**src/rtl/fifo_rr_arbiter_pkg.sv**
```systemverilog
// Shared encodings and sizing helpers for the FIFO round-robin arbiter.
package fifo_arb_pkg;

  localparam logic [1:0] IDLE  = 2'd0;
  localparam logic [1:0] GRANT = 2'd1;
  localparam logic [1:0] STALL = 2'd2;

  localparam int BURST_CNT_W = 4;
  localparam int NUM_IN_DEF  = 4;

  function automatic int grant_w(input int n);
    return $clog2(n);
  endfunction

  localparam int GRANT_W = grant_w(NUM_IN_DEF);

endpackage

```
**src/rtl/fifo_rr_arbiter_next_pick.sv**
```systemverilog
// Circular first-set search: lowest offset from start whose request bit is set.
module rr_next_pick
  import fifo_arb_pkg::*;
#(
  parameter int NUM_IN = 4,
  parameter int GW     = 2
) (
  input  logic [NUM_IN-1:0] req,
  input  logic [GW-1:0]     start,
  output logic [GW-1:0]     idx,
  output logic              valid
);

  int pos;

  always_comb begin
    idx   = '0;
    pos   = 0;
    valid = |req;
    // walk offsets from far to near so the nearest hit overwrites
    for (int k = NUM_IN - 1; k >= 0; k--) begin
      pos = (int'(start) + k) % NUM_IN;
      if (req[pos[GW-1:0]]) idx = pos[GW-1:0];
    end
  end

endmodule

```
**src/rtl/fifo_rr_arbiter.sv**
```systemverilog
// Round-robin scheduler merging NUM_IN upstream FIFOs into one downstream FIFO.
// Define ARB_STRICT_PRIO_EN for fixed lowest-index-first priority instead.
module fifo_rr_arbiter
  import fifo_arb_pkg::*;
#(
  parameter int DATA_SIZE = 6,
  parameter int NUM_IN    = 4,
  parameter int BURST     = 4
) (
  input  logic                        clk,
  input  logic                        reset,
  input  logic                        enable,
  input  logic [NUM_IN-1:0]           in_empty,
  input  logic [NUM_IN*DATA_SIZE-1:0] in_data,
  input  logic                        out_pause,
  input  logic                        out_full,
  output logic [NUM_IN-1:0]           in_pop,
  output logic                        out_push,
  output logic [DATA_SIZE-1:0]        out_data,
  output logic [$clog2(NUM_IN)-1:0]   grant_idx,
  output logic                        busy,
  output logic                        arb_error
);

  localparam int GW = grant_w(NUM_IN);

`ifdef ARB_STRICT_PRIO_EN
  localparam logic STRICT = 1'b1;
`else
  localparam logic STRICT = 1'b0;
`endif

  logic [1:0]             state;
  logic [BURST_CNT_W-1:0] burst_cnt;
  logic [GW-1:0]          next_idx;
  logic [GW-1:0]          start_idx;
  logic [GW-1:0]          pick_idx;
  logic                   pick_valid;
  logic                   pop_ok;
  logic                   burst_done;
  logic                   valid_s1;
  logic [GW-1:0]          sel_s1;

  assign next_idx   = (grant_idx == GW'(NUM_IN - 1)) ? '0 : grant_idx + GW'(1);
  assign start_idx  = STRICT ? '0 : next_idx;
  assign burst_done = STRICT | (burst_cnt == BURST_CNT_W'(BURST - 1));

  rr_next_pick #(.NUM_IN(NUM_IN), .GW(GW)) u_pick (
    .req   (~in_empty),
    .start (start_idx),
    .idx   (pick_idx),
    .valid (pick_valid)
  );

  // gated by the live empty flag so an empty FIFO is never popped
  assign pop_ok = (state == GRANT) & ~in_empty[grant_idx] & ~out_pause & enable & ~reset;
  assign in_pop = pop_ok ? (NUM_IN'(1) << grant_idx) : '0;
  assign busy   = pop_ok | valid_s1 | out_push;

  always_ff @(posedge clk) begin
    if (reset) begin
      state     <= IDLE;
      grant_idx <= '0;
      burst_cnt <= '0;
      valid_s1  <= 1'b0;
      sel_s1    <= '0;
      out_push  <= 1'b0;
      out_data  <= '0;
      arb_error <= 1'b0;
    end else begin
      // stage 1: word appears on in_data; stage 2: registered push
      valid_s1 <= pop_ok;
      sel_s1   <= grant_idx;
      out_push <= valid_s1;
      if (valid_s1) out_data <= in_data[sel_s1*DATA_SIZE +: DATA_SIZE];
      if (out_push && out_full) arb_error <= 1'b1;

      case (state)
        IDLE: begin
          if (enable && pick_valid) begin
            state     <= GRANT;
            grant_idx <= pick_idx;
            burst_cnt <= '0;
          end
        end
        GRANT: begin
          if (!enable) begin
            state <= IDLE;
          end else if (out_pause) begin
            state <= STALL;
          end else if (!pick_valid) begin
            state <= IDLE;
          end else if ((pop_ok && burst_done) || in_empty[grant_idx]) begin
            grant_idx <= pick_idx;
            burst_cnt <= '0;
          end else if (pop_ok && !burst_done) begin
            burst_cnt <= burst_cnt + BURST_CNT_W'(1);
          end
        end
        STALL: begin
          if (!out_pause) state <= GRANT;
        end
        default: state <= IDLE;
      endcase
    end
  end

endmodule
```
**config.mk**
```make
export PLATFORM = sky130hd
export DESIGN_NAME = fifo_rr_arbiter
export DESIGN_NICKNAME = d
export VERILOG_FILES = /design/src/rtl/fifo_rr_arbiter_pkg.sv /design/src/rtl/fifo_rr_arbiter_next_pick.sv /design/src/rtl/fifo_rr_arbiter.sv
export SDC_FILE = /design/constraint.sdc
export NUM_CORES = 1
export LEC_CHECK = 0
export ABC_AREA = 1
export BUFFER_PORTS_ARGS = -buffer_cell sky130_fd_sc_hd__buf_4
export CORE_AREA = 2 2 60 62
export DETAILED_ROUTE_END_ITERATION = 10
export DIE_AREA = 0 0 62 64
export GPL_TIMING_DRIVEN = 0
export PLACE_DENSITY = 0.68
export SLEW_MARGIN = 5
export SYNTH_ARGS = -nofsm -noshare
export SYNTH_HDL_FRONTEND = slang
export SYNTH_SLANG_ARGS = --single-unit
export TNS_END_PERCENT = 20
```
**constraint.sdc**
```tcl
create_clock -name clk -period 2.76 [get_ports clk]
set_input_delay 0.414 -clock clk [delete_from_list [all_inputs] [get_ports clk]]
set_output_delay 0.414 -clock clk [all_outputs]
set_load 0.1 [all_outputs]
```
==> impl_summary.md, run 1 <==
Global route
The number of antenna violations at the first check in global routing is 0. Entering global routing, the biggest net connects 12 pins. The first global-routing pass estimated ~5.1 mm of wire. Across every metal layer, demand over resource in global routing totals 0.167.

The total grt overflow is 0. The via count of the first global-routing pass is approximately 1300.

Drt
The via count is 1411. The detailed-route DRC error count is 0. Dividing the detail-routed wire length by the instance count gives 10.5 um. The DRC marker count from the first detailed-route iteration is 42. The detail route stage leaves a number of antenna-violating nets equal to 0. The post-detailed-route via-to-cell ratio is 4.66. For this run, the detailed router's first-pass iteration total came to 5.

Wires add up to 3.17 mm.

Setup path
In this run the critical register-to-register path is captured at grant_idx[0]. Of all nets on the critical path, the largest fanout is 6. For the worst flop-to-flop path, the logic depth is 12. The worst register-to-register path begins at grant_idx[1]. The data arrival time of the critical path is 1.60 ns. The type of element capturing the critical path is an output pin.

The most common cell type on the critical path is sky130_fd_sc_hd__nand2_1. STA puts the critical path data required time at 2.35 ns. The highest cell delay on the worst timing path is 0.32 ns.

For flop-to-flop paths, the worst setup slack is ~1.0 ns. The cell with the largest stage delay on the worst path is sky130_fd_sc_hd__dfxtp_1. STA classifies the critical path startpoint as a flip-flop. Traced cell by cell, the critical path runs through inv_2 > nand2_1 > nor2_1 > nand2_1 > inv_1 > nand2_2 > nor2_2 > buf_4.

The category of the critical setup timing path is flip-flop to output pin.

Floorplan
48 I/O pins were placed. The overall die area is 3970 um^2. The placement row count is 21.

The area of the placeable core is 3280 um^2. The die is 64 um tall. The floorplan die width is 62 um. The initial standard-cell utilization of the core is 0.393.

Logic synthesis
The cell area that synthesis handed to floorplanning was 1290 um^2. The mux contribution to synthesized area is 0.0465. Synthesis inferred 19 register bits.

The number of library cell types mapped by synthesis is 20. The post-synthesis share of cell area spent on xor and xnor gates is 0. The simple-gate area share of the yosys netlist is 0.351.

The share of the synthesized area in compound gates (AO/OA/AOI/OAI) was 0.139. The largest family of logic cells by synthesized area is simple AND/OR/NAND/NOR gates. The number of nets produced by synthesis is 245. The post-synthesis share of cell area spent on full adders, half adders and majority gates is 0.0484.

Synthesis handed over a netlist of 207 instances. The count of warnings emitted by yosys is 0. In this run the mean area of a mapped cell was 6.24 um^2. The proportion of synthesized chip area in sequential cells is 0.295.

Power
The power per cell area is 515 nW/um^2. For this design the static power due to leakage is between 0.9 and 1 nW. Summing internal, switching and leakage power gives 893 uW. IR analysis of the VDD net gives a maximum drop of 0.263 mV.

Timing
Setup repair after global routing left no endpoint under its margin. The maximum clock skew at final layout is 0.00529 ns. The final period demand of the worst path is 2.02 ns. At the pin with the least slew margin, the transition time is 0.386 ns. The final sum of negative setup slack is 0 ns. Headroom to the max-slew limit came out at 0.742.

The max-slew violation count is 0. The maximum frequency from static timing analysis is slightly below 500 MHz. The total of endpoints with negative setup slack in the final report is 0. Dividing the final minimum period by the clock period gives 0.731.

The hold violation total from the final report is 0.

Cells and area
The final layout contains roughly 300 nets. The ratio of cells with drive above 1 in the final layout is 0.276. The area growth from synthesis to layout is 34.2%.

The final antenna diode count is 0. Counting the fill cells in the layout gives approximately 360. The filler-free cell count of the finished design is 303.

Placement
The number of port buffers is 46. Summed over all nets, the half-perimeter wirelength after detailed placement is 2.50 mm. The number of cells in the design after placement is 299. The routability-driven placement congestion ratio is approximately 0.80.

Min path
The worst hold endpoint is arb_error. The path class of the tightest hold or removal check is input port to flip-flop. Along the worst hold path, the cell count comes to 3. The hold path startpoint is out_full.

Clocking
Clock-pin slew was measured on the worst setup and hold paths at 0.10 ns. The post-cts repair resize count is 0. The number of buffers added for setup after CTS is 0. CTS built an H-tree with a depth of 1. TritonCTS built the clock tree.

TritonCTS created 3 clock buffers. The count of clock tree sinks is 19. Clock latency on the worst-skew pair, taken at its later pin, is 0.31 ns.

Counting along the longest clock path gives a buffer depth of 2. In this run, post-CTS hold repair placed 0 buffers. The library cell used as clock root buffer is sky130_fd_sc_hd__clkbuf_4.

Job
Max-cap violations in this run came to 0.

Status
The run finished with clean final reports.
## synthesized netlist by cell type
cell type	count	area (um^2)
sky130_fd_sc_hd__clkbuf_1	2	7.51
sky130_fd_sc_hd__inv_2	6	22.5
sky130_fd_sc_hd__dfxtp_1	19	380
sky130_fd_sc_hd__ha_1	5	62.6
sky130_fd_sc_hd__nand3_1	20	100
sky130_fd_sc_hd__nor2_2	1	6.26
sky130_fd_sc_hd__buf_2	2	10.0
sky130_fd_sc_hd__nor3_1	1	5.00
sky130_fd_sc_hd__buf_6	1	11.3
sky130_fd_sc_hd__o221ai_1	6	52.6
sky130_fd_sc_hd__o21ai_2	3	26.3
sky130_fd_sc_hd__a21oi_1	6	30.0
sky130_fd_sc_hd__mux2i_1	6	60.1
sky130_fd_sc_hd__nor2_1	27	101
sky130_fd_sc_hd__o21ai_1	1	5.00
sky130_fd_sc_hd__nand4_1	3	18.8
sky130_fd_sc_hd__nand2_2	3	18.8
sky130_fd_sc_hd__o21ai_0	13	65.1
sky130_fd_sc_hd__inv_1	28	105
sky130_fd_sc_hd__nand2_1	54	203
## cells in the final DEF, fill, tap and decap left out
cell                        n
sky130_fd_sc_hd__a21oi_1    6
sky130_fd_sc_hd__buf_2      2
sky130_fd_sc_hd__buf_4     46
sky130_fd_sc_hd__buf_6      1
sky130_fd_sc_hd__clkbuf_1   2
sky130_fd_sc_hd__clkbuf_4   3
sky130_fd_sc_hd__clkinv_2   1
sky130_fd_sc_hd__dfxtp_1   18
sky130_fd_sc_hd__dfxtp_2    1
sky130_fd_sc_hd__ha_1       5
sky130_fd_sc_hd__inv_1     28
sky130_fd_sc_hd__inv_2      6
sky130_fd_sc_hd__mux2i_1    6
sky130_fd_sc_hd__nand2_1   54
sky130_fd_sc_hd__nand2_2    3
sky130_fd_sc_hd__nand3_1   20
sky130_fd_sc_hd__nand4_1    3
sky130_fd_sc_hd__nor2_1    23
sky130_fd_sc_hd__nor2_2     5
sky130_fd_sc_hd__nor3_1     1
sky130_fd_sc_hd__o21ai_0   13
sky130_fd_sc_hd__o21ai_1    1
sky130_fd_sc_hd__o21ai_2    3
sky130_fd_sc_hd__o221ai_1   6
## cell type report
type	count	area, um^2	share of cell area
Clock inverter	1	5.00	0.00289
Timing Repair Buffer	46	345	0.199
Tap cell	46	57.6	0.0332
Sequential cell	19	382	0.220
Buffer	5	28.8	0.0166
Multi-Input combinational cell	149	764	0.441
Clock buffer	3	22.5	0.0130
Inverter	34	128	0.0736
## sequential cells by signal, indices dropped and copies added (netlist names)
name,count
out_data,6
sel_s1,2
grant_idx,2
state,2
out_push,1
arb_error,1
valid_s1,1
burst_cnt,4
## routing by layer
layer  track usage  routed length, um
met3        0.0385                214
met5             0                  0
met1         0.205               1480
met2         0.286               1440
met4        0.0399                 39
## critical path: cells and delay by family (launching register included)
family                 cells  cell delay [ns]
buffers and inverters      3             0.44
DFF                        1             0.32
and+or+nand+nor            5             0.53
## where the power goes
| group | switching, mW | leakage, nW | internal, mW |
|---|---|---|---|
| clock | 0.0894 | 0.0177 | 0.0542 |
| combinational | 0.289 | 0.736 | 0.153 |
| sequential | 0.0175 | 0.154 | 0.290 |
## through the flow
| step | util | instance area (um^2) | setup slack [ns] | hold slack, ns |
|---|---|---|---|---|
| after CTS | 0.528 | 1730 | 0.726 | 0.340 |
| after detailed placement | 0.519 | 1710 | 0.866 | 0.465 |
| after global placement | 0.519 | 1710 | 0.879 | 0.455 |
| after global routing | 0.528 | 1730 | 0.556 | 0.362 |
| after floorplan | - | 1300 | 0.150 | 0.456 |
| final | 0.528 | 1730 | 0.744 | 0.337 |
## cells by family (layout without fill, tap and decap cells)
kind of cell    Yosys count  in the layout
compound gates           29             29
simple gates            109            109
buf+inv                  39             89
mux                       6              6
flops                    19             19
fa+ha+maj                 5              5
## how the worst max path moves through the flow
stage               depth (start not counted)          from        end
global placement                            7         reset  in_pop[1]
finish                                      8      state[1]  in_pop[1]
global route                                8      state[1]  in_pop[2]
floorplan                                   4  grant_idx[1]  in_pop[0]
detailed placement                          7         reset  in_pop[2]
CTS                                         7  grant_idx[0]  in_pop[0]
Note: power is estimated with default switching activity, not from simulation.
==> run 2, diff against run 1 <==
Clock period 2.76 ns to 2 ns, I/O delays scaled along.
==> run 2 against run 1 <==
Wire length increased by 0.60%. Total power up 39%. Cell count unchanged. Critical path depth decreased by 1.
==> impl_summary.md, run 2 (same netlist as run 1, synthesis figures left out) <==
Placement
The total half-perimeter wirelength after legalization and detailed placement is 2.52 mm (was 2.50 mm). The routability-driven placement congestion ratio is 0.876 (was 0.798). The number of port buffers came to 46 (unchanged). The number of cells in the design after placement is 299 (unchanged).

Clocking
The depth of the CTS H-tree came to 1 (unchanged). The library cell used as clock root buffer was sky130_fd_sc_hd__clkbuf_4 (unchanged). The number of buffers added for setup after CTS is 0 (unchanged). The clock transition at the registers of the reported paths came to 0.11 ns (was 0.10 ns). The post-cts repair resize count is 0 (unchanged). The quantity of hold-fixing buffers added after cts was 0 (unchanged).

The total clock buffers created by CTS was 3 (unchanged). The clock insertion delay at the later pin of the skew report came to 0.30 ns (was 0.31 ns). The clock tree from TritonCTS is built (unchanged). The maximum buffer depth of the clock tree is 2 (unchanged).

The count of clock tree sinks came to 19 (unchanged).

Timing
The maximum clock skew at final layout is 0.00345 ns (was 0.00529 ns). The maximum frequency from static timing analysis is roughly 540 MHz. The total of endpoints with negative setup slack in the final report is 0 (unchanged). The hold violation total from the final report is 0 (unchanged).

Unrepaired setup endpoints after global routing: no (unchanged). The headroom to the max-slew limit was 0.726 (was 0.742). The final sum of negative setup slack was 0 ns (unchanged). The pin slew with the least headroom to its limit was 0.410 ns (was 0.386 ns).

The final period utilization is 0.922. The worst hold margin is 0.238 ns (was 0.337 ns). The max-slew violation count was 0 (unchanged). The routed design could run at a clock period as short as 1.84 ns.

Floorplan
The placement row count was 21 (unchanged). The overall die area is 3970 um^2 (unchanged). The die outline height came to 64 um (unchanged). The floorplan die width is 62 um (unchanged). The number of I/O pins is 48 (unchanged).

The initial standard-cell utilization of the core is 0.393 (unchanged). The area of the placeable core is 3280 um^2 (unchanged).

Global route
The pin count of the biggest net entering global routing is 11 (was 12). The first-pass GRT wire length is 5.06 mm (was 5.13 mm). The via count of the first global-routing pass was 1202 (was 1252).

The total grt overflow is 0 (unchanged). The total routing usage reported by global routing is 0.166 (was 0.167). The number of antenna violations at the first check in global routing is 0 (unchanged).

Drt
The mean routed wirelength per cell is 10.5 um (about the same). The post-detailed-route count of antenna-violating nets is 0 (unchanged). The via count was 1415 (was 1411). The total wirelength of the detailed-routed design was 3.19 mm (was 3.17 mm). The post-detailed-route via-to-cell ratio is 4.67 (was 4.66). The detailed-route DRC error count came to 0 (unchanged).

The length of the first detailed-routing pass in iterations is 4 (was 5). The DRC marker count from the first detailed-route iteration was 93 (was 42).

Setup path
The data arrival time of the critical path is 1.54 ns (was 1.60 ns). The startpoint class of the critical path is a flip-flop (unchanged). The worst flop-to-flop path endpoint is grant_idx[0] (unchanged). The category of the critical setup timing path is flip-flop to output pin (unchanged). The worst setup path startpoint is grant_idx[0] (was state[1]). The setup slack of the worst register-to-register path is 0.25 ns (was 1.01 ns).

The peak fanout along the critical path was 7 (was 6). The type of element capturing the critical path is an output pin (unchanged). The critical path required time was 1.70 ns (was 2.35 ns). The logic depth of the worst register-to-register path is 12 (unchanged). The startpoint of the lowest-slack register-to-register path is grant_idx[0] (was grant_idx[1]).

Min path
The classification of the worst-slack hold path is input port to flip-flop (unchanged). The hold path startpoint was out_full (unchanged). The worst hold endpoint is arb_error (unchanged).

The hold-critical path depth came to 3 (unchanged).

Power
The worst IR drop on VDD was 0.411 mV (was 0.263 mV). The total power of the final layout is 1.25 mW (was 893 uW). The leakage power of the design is 0.919 nW (was 0.908 nW). The power per cell area is 699 nW/um^2 (was 515 nW/um^2).

Status
Outcome: finished, final reports clean (unchanged).

Cells and area
Commonest cells after routing, fill and taps aside: 53 x sky130_fd_sc_hd__nand2_1, 41 x sky130_fd_sc_hd__buf_4, 28 x sky130_fd_sc_hd__inv_1 (was 54 x sky130_fd_sc_hd__nand2_1, 46 x sky130_fd_sc_hd__buf_4, 28 x sky130_fd_sc_hd__inv_1). The most flop-heavy register is out_data (unchanged). The final net count is 296 (unchanged).

The most common cell after layout, fill and taps aside was sky130_fd_sc_hd__nand2_1 (unchanged). The synthesis-to-finish area growth is 38.1% (was 34.2%). The number of flip-flops in the largest register was 6 (unchanged).

The filler-free cell count of the finished design is 303 (unchanged). The final antenna diode count came to 0 (unchanged). The final-layout fill cell count was 346 (was 362).

The ratio of cells with drive above 1 in the final layout is 0.280 (was 0.276). The fraction of the core area covered by cells at the end of the flow is 0.543 (was 0.528). Registers with the most flip-flops: out_data x6, burst_cnt x4 (unchanged).

Job
The count of max-cap constraint violations is 0 (unchanged).
-- run 2: power breakdown --
part           total (mW)  internal [mW]  switching [mW]
Combinational       0.624          0.213           0.411
Sequential          0.426          0.402          0.0238
Clock               0.196         0.0777           0.118
-- run 2: how the worst max path moves through the flow --
stage	end	slack, ns
finish	in_pop[2]	0.16
global route	in_pop[2]	0.006
CTS	in_pop[2]	0.005
detailed placement	in_pop[2]	0.25
global placement	in_pop[2]	0.26
floorplan	in_pop[0]	-0.08
-- run 2: per-stage QoR --
stage	setup slack, ns	area [um^2]
2_1_floorplan	-0.0754	1330
3_3_place_gp	0.262	1730
3_5_place_dp	0.247	1730
4_1_cts	0.00464	1760
5_1_grt	0.00591	1780
6_report	0.157	1780
-- run 2: metal layers --
metal,vias to the layer above,wire length (um),GRT usage
met5,-,0,0
met4,0,74,0.0718
met3,6,256,0.0344
met2,50,1390,0.259
met1,597,1470,0.214
li1,762,-,-
-- run 2: cell type report --
type	count	area, um^2	share of cell area
Timing Repair Buffer	46	368	0.206
Multi-Input combinational cell	149	792	0.444
Buffer	5	28.8	0.0161
Clock buffer	4	26.3	0.0147
Inverter	34	128	0.0716
Sequential cell	19	383	0.215
Tap cell	46	57.6	0.0323
-- run 2: worst max-delay path: stages, from the launching register on --
cell and delay, ns:
sky130_fd_sc_hd__dfxtp_2 0.42, sky130_fd_sc_hd__inv_2 0.10, sky130_fd_sc_hd__nand2_1 0.07, sky130_fd_sc_hd__nand3_1 0.08, sky130_fd_sc_hd__nand2_2 0.12, sky130_fd_sc_hd__nand2_4 0.12, sky130_fd_sc_hd__nor2_4 0.12, sky130_fd_sc_hd__buf_8 0.20
